===== src/rtl/serial_subtractor.sv =====
// serial_subtractor: A - B - Bin computed one SLICE_W-bit slice per cycle with valid/ready handshakes.
// The borrow ripples between slices only through the borrow register.
module serial_subtractor #(
   parameter int WIDTH   = 32,
   parameter int SLICE_W = 8
) (
   input  logic             clk,
   input  logic             rst,
   input  logic             in_valid,
   output logic             in_ready,
   input  logic [WIDTH-1:0] A,
   input  logic [WIDTH-1:0] B,
   input  logic             Bin,
   output logic             out_valid,
   input  logic             out_ready,
   output logic [WIDTH-1:0] D,
   output logic             Bout,
   output logic             Z,
   output logic             V
);
   localparam int N = WIDTH / SLICE_W;
   localparam int KW = N > 1 ? $clog2(N) : 1;
   localparam logic [KW-1:0] K_LAST = KW'(N - 1);
   typedef enum logic [1:0] {IDLE, RUN, DONE} state_t;
   state_t state;
   logic [WIDTH-1:0] a_r, b_r, d_next;
   logic [KW-1:0] k;
   logic borrow;
   logic [SLICE_W:0] diff;
   assign in_ready = state == IDLE && !rst;
   always_comb begin
      diff = {1'b0, a_r[int'(k)*SLICE_W +: SLICE_W]} - {1'b0, b_r[int'(k)*SLICE_W +: SLICE_W]}
             - (SLICE_W+1)'(borrow);
      d_next = D;
      d_next[int'(k)*SLICE_W +: SLICE_W] = diff[SLICE_W-1:0];
   end
   always_ff @(posedge clk) begin
      if (rst) begin
         state     <= IDLE;
         k         <= '0;
         borrow    <= 1'b0;
         a_r       <= '0;
         b_r       <= '0;
         out_valid <= 1'b0;
         D         <= '0;
         Bout      <= 1'b0;
         Z         <= 1'b0;
         V         <= 1'b0;
      end else begin
         case (state)
            IDLE: if (in_valid) begin
               a_r    <= A;
               b_r    <= B;
               borrow <= Bin;
               k      <= '0;
               state  <= RUN;
            end
            RUN: begin
               D      <= d_next;
               borrow <= diff[SLICE_W];
               k      <= k + 1'b1;
               if (k == K_LAST) begin
                  Bout      <= diff[SLICE_W];
                  Z         <= d_next == '0;
                  // overflow only when operand signs differ and the result sign departs from A's
                  V         <= (a_r[WIDTH-1] ^ b_r[WIDTH-1]) & (d_next[WIDTH-1] ^ a_r[WIDTH-1]);
                  out_valid <= 1'b1;
                  state     <= DONE;
               end
            end
            DONE: if (out_ready) begin
               out_valid <= 1'b0;
               state     <= IDLE;
            end
            default: state <= IDLE;
         endcase
      end
   end
endmodule


===== config.mk =====
export PLATFORM = sky130hd
export DESIGN_NAME = serial_subtractor
export DESIGN_NICKNAME = d
export VERILOG_FILES = /design/src/rtl/serial_subtractor.sv
export SDC_FILE = /design/constraint.sdc
export NUM_CORES = 1
export LEC_CHECK = 0
export CAP_MARGIN = 10
export CORE_UTILIZATION = 49
export CTS_BUF_LIST = sky130_fd_sc_hd__clkbuf_16
export DETAILED_ROUTE_END_ITERATION = 10
export PLACE_DENSITY = 0.78
export SLEW_MARGIN = 20
export SYNTH_ARGS = -nofsm -noshare
export SYNTH_HDL_FRONTEND = slang
export SYNTH_SLANG_ARGS = --single-unit

===== constraint.sdc =====
create_clock -name clk -period 6.2 [get_ports clk]
set_clock_uncertainty 0.15 [all_clocks]
set_input_delay 1.86 -clock clk [delete_from_list [all_inputs] [get_ports clk]]
set_output_delay 1.86 -clock clk [all_outputs]
set_load 0.03 [all_outputs]

After elaboration in Yosys (flattened, before gate mapping)
Index checks and enable logic that the tools add are counted.
{ "totals": {"regBits": 105, "input_bits": 69, "out_inout_bits": 37, "word_cells": 50} }
{ "classes": {"eq_ne": 6, "bitwise_logic": 3, "n_shift": 4, "n_addsub": 4, "muxes": 12, "reduce_logical": 11} }
{ "op_table": {"columns": ["cell", "count"], "rows": [
  ["32-bit by 6-bit variable part select with 8-bit output", 2],
  ["5-bit negation with 33-bit output", 1],
  ["8-bit by 33-bit variable shift with 32-bit output (first input constant)", 1],
  ["8-bit by 33-bit variable part select with 32-bit output", 1],
  ["32-bit bitwise mux", 1],
  ["32-bit logical NOT", 1],
  ["8-bit by 8-bit subtractor with 9-bit output", 1],
  ["9-bit by 1-bit subtractor with 9-bit output", 1],
  ["2-bit 2-to-1 mux", 4],
  ["2-bit inequality test (second input constant)", 3],
  ["2-bit one-hot mux with 3 select lines", 1],
  ["2-bit AND reduction", 3],
  ["3-bit AND reduction", 2],
  ["2-bit == test (second input constant)", 2],
  ["1-bit one-hot mux with 2 select lines", 2],
  ["2-bit one-hot mux with 2 select lines", 1],
  ["2-bit nonzero test", 2],
  ["1-bit 2-to-1 mux", 3],
  ["2-bit by 1-bit adder with 2-bit output (second input constant)", 1],
  ["2-bit by 1-bit == test with 1-bit output (second input constant)", 1],
  ["2-bit logical NOT", 1],
  ["1-bit XOR", 2],
  ["1-bit AND", 1],
  ["1-bit logical AND", 1],
  ["1-bit logical NOT", 1]
]} }

Logic depth before layout (Yosys ltp)
{ "depth": {"depth_word": 7, "ltp_mapped": 14} }

Worst setup path before layout
Ideal clock, no wire load.
{ "synth_timing": {"path_type": "input-to-output", "start": "input port rst", "end": "output port in_ready", "t_required_ns": 4.190, "path_buffers": 2, "path_slack_ns": 1.319, "path_stages": 3, "t_arrival_ns": 2.871, "cell_sequence": "clkbuf_1 > clkbuf_1 > nor3_1"} }
{ "synth_between": {"elab_chain_cells": 2} }
{ "synth_rtl": {"columns": ["element", "line_no", "rtl"], "rows": [
  ["start, declared", "8", "input logic rst,"],
  ["1-bit logical NOT", "30", "assign in_ready = state == IDLE && !rst;"],
  ["1-bit logical AND", "30", null],
  ["end, declared", "10", "output logic in_ready,"]
]} }
Every way passes these cells.

Final worst setup path
Ends and elaborated chain as after synthesis.

==> flow_metrics.env <==
export IMPL_grt_usage_pct=24.5
export IMPL_yosysWarnings=0
export IMPL_place_hpwl_um=8590
export IMPL_internal_power_mw=1.19
export IMPL_synth_edff_count=0
export IMPL_area_growth_pct=29.5
export IMPL_drive_gt1_share_pct=6.90
export IMPL_avgRoutedWirePerCell_um=14.7
export IMPL_initial_utilization_pct=50.3
export IMPL_dieArea_um2=10400
export IMPL_root_buffer="clkbuf_16"
export IMPL_cts_sinks=105
export IMPL_port_buffers=105
export IMPL_timing_setup_tns_ps=0
export IMPL_postCtsSetupBuffers=0
export IMPL_worstPathArrival_ps=2830
export IMPL_grt_start_max_net_pins=66
export IMPL_synth_flop_cell="dfxtp_1"
export IMPL_clk_latency_ps=360
export IMPL_comb_power_share_pct=22.7
export IMPL_clkPwrFrac_pct=35.1
export IMPL_syn_nets=681
export IMPL_grt_pass1_vias=4276
export IMPL_die_x_um=102
export IMPL_antenna_left=0
export IMPL_cts_resized=0
export IMPL_maxSlewHeadroom_pct=45.4
export IMPL_cp_required_ps=4190
export IMPL_ir_worst_vdd_mv=0.177
export IMPL_cts_buffers=9
export IMPL_async_reset_ff_share_pct=0
export IMPL_crit_chain="buf_4 > nor3_1 > clkdlybuf4s50_1"
export IMPL_synth_top_cell_area_share_pct=42.9
export IMPL_p_sw_share_pct=30.8
export IMPL_slowest_delay_ps=700
export IMPL_synth_area_per_cell_um2=8.27
export IMPL_maxSlewViolCount=0
export IMPL_path_class="in2out"
export IMPL_num_fill_cells=851
export IMPL_layout_commonest_cell="nand2_1"
export IMPL_endpoint_kind="primary output"
export IMPL_power_switching_mw=0.529
export IMPL_finalCritPeriodShare_pct=78.1
export IMPL_clk_pin_slew_ps=70
export IMPL_dp_cells=798
export IMPL_synth_seq_cells=105
export IMPL_clock_path_buffers=2
export IMPL_pre_cts_slack_ps=1340
export IMPL_synth_top_area_cell="dfxtp_1"
export IMPL_synth_seq_area_share_pct=42.9
export IMPL_die_height_um=102
export IMPL_cellLeakagePower_nw=2.36
export IMPL_setup_slack_ps=1360
export IMPL_multi_input_area_um2=2560
export IMPL_cts_tree="yes"
export IMPL_status="finished, final reports clean"
export IMPL_syn_area_um2=4900
export IMPL_yosys_top_cells_area="dfxtp_1, nand2_1, a21oi_1"
export IMPL_grt_antenna_before_repair=0
export IMPL_ys_types=48
export IMPL_fmax_ghz=0.207
export IMPL_rows=36
export IMPL_core_area_um2=9730
export IMPL_final_hold_viol_count=0
export IMPL_seq_area_um2=2100
export IMPL_viasPerCell=5.38
export IMPL_tightest_slew_ps=813
export IMPL_fin_util_pct=65.2
export IMPL_critPathSlowestCell="clkdlybuf4s50_1"
export IMPL_seqPwrFrac_pct=42.2
export IMPL_drtPass1Iterations=5
export IMPL_rsz0062_at_grt="false"
export IMPL_first_iter_violations=192
export IMPL_power_density_nw_per_um2=271
export IMPL_mostFrequentLayoutCells="nand2_1, dfxtp_1, clkdlybuf4s50_1"
export IMPL_remaining_drc_errors=0
export IMPL_worstSetupStartpointType="input port"
export IMPL_cap_viol_max_count=0
export IMPL_crit_fanout=2
export IMPL_place_gp_congestion=0.930
export IMPL_hold_buffers=0
export IMPL_wl_um=12000
export IMPL_grt_overflow_total=0
export IMPL_fin_crit_ps=4840
export IMPL_worstHoldPathType="reg2reg"
export IMPL_num_vias=4381
export IMPL_cts_max_level=3
export IMPL_layout_nets=765
export IMPL_ios=106
export IMPL_final_cells=814
export IMPL_synthCells=592
export IMPL_grt_pass1_wl_um=19700
export IMPL_setup_viol=0
export IMPL_num_antenna_cells=0
[final timing paths]
path,cells past startpoint,startpoint,slack (ps),end
min reg2reg,2,a_r[29]$_SDFFE_PP0P_,300,a_r[29]$_SDFFE_PP0P_
max reg2reg,12,k[0]$_SDFFE_PP0P_,1960,Z$_SDFFE_PP0P_
max,3,rst,1360,in_ready
min,2,a_r[29]$_SDFFE_PP0P_,300,a_r[29]$_SDFFE_PP0P_
[final cells by class]
type                    count  share of cell area, %
well taps                 133                   2.62
repair buffers            111                   17.2
inverters                  26                   1.54
multi-input cells         423                   40.4
clock buffers               9                   3.55
clock inverters             7                   1.50
flip-flops and latches    105                   33.2
[per-stage QoR]
| step | hold slack, ps | power (mW) | instance area, um2 |
|---|---|---|---|
| floorplan | 283 | 0.989 | 4900 |
| global placement | 293 | 1.12 | 6010 |
| detailed placement | 295 | 1.12 | 6010 |
| CTS | 305 | 1.72 | 6330 |
| global route | 320 | 1.80 | 6340 |
| finish | 303 | 1.72 | 6340 |
[sequential cells by signal (all words and copies together) (netlist names)]
name / cells
Z: 1
a_r: 32
borrow: 1
V: 1
k: 2
b_r: 32
state: 2
D: 32
Bout: 1
out_valid: 1
[power by group through the flow]
stage / clock (mW) / combinational (mW) / sequential [mW]
global route: 0.639 / 0.427 / 0.729
global placement: 0 / 0.376 / 0.740
floorplan: 0 / 0.243 / 0.746
CTS: 0.611 / 0.387 / 0.725
finish: 0.604 / 0.391 / 0.725
detailed placement: 0 / 0.384 / 0.741
[cells in the mapped netlist, types with 2 or more instances]
master	n
a211oi_1	3
a21boi_0	2
a21oi_1	80
a22oi_1	27
and3_1	2
buf_1	4
buf_2	3
clkbuf_1	31
dfxtp_1	105
fa_1	2
ha_1	18
inv_1	26
mux2i_1	3
mux4_2	15
nand2_1	151
nand2b_1	3
nand3b_1	4
nand4_1	3
nor2_1	47
nor2b_1	5
nor3_1	8
nor3b_1	3
nor4_1	2
o2111ai_1	2
o21a_1	2
o21ai_0	7
o22ai_1	3
or2_2	2
or3_1	2
or4_1	5
xnor2_1	5
[per-layer routing]
metal  up-vias  track usage (%)  part of all wire (%)
met2       130             40.3                    47
met5         -                0                     0
li1       2194                -                     -
met3        23             5.40                   4.8
met4         0             10.1                   2.8
met1      2034             31.1                    45
[kinds of logic (layout without fill, tap and decap cells)]
logic type                 Yosys count  after routing  share of synthesized area [%]
xor gates and xnor gates             6              6                           1.07
DFF                                105            105                           42.9
muxes                               18             18                           7.51
adders and majority gates           20             20                           5.42
AOI/OAI and AO/OA                  136            136                           16.9
and+or+nand+nor                    243            243                           21.2
buffers and inverters               64            153                           4.98
[worst max-delay path: cells and delay by family]
family,cells,cell delay [ps]
AND/OR/NAND/NOR,1,150
buffers and inverters,2,820
Note: power is estimated with default switching activity, not from simulation.
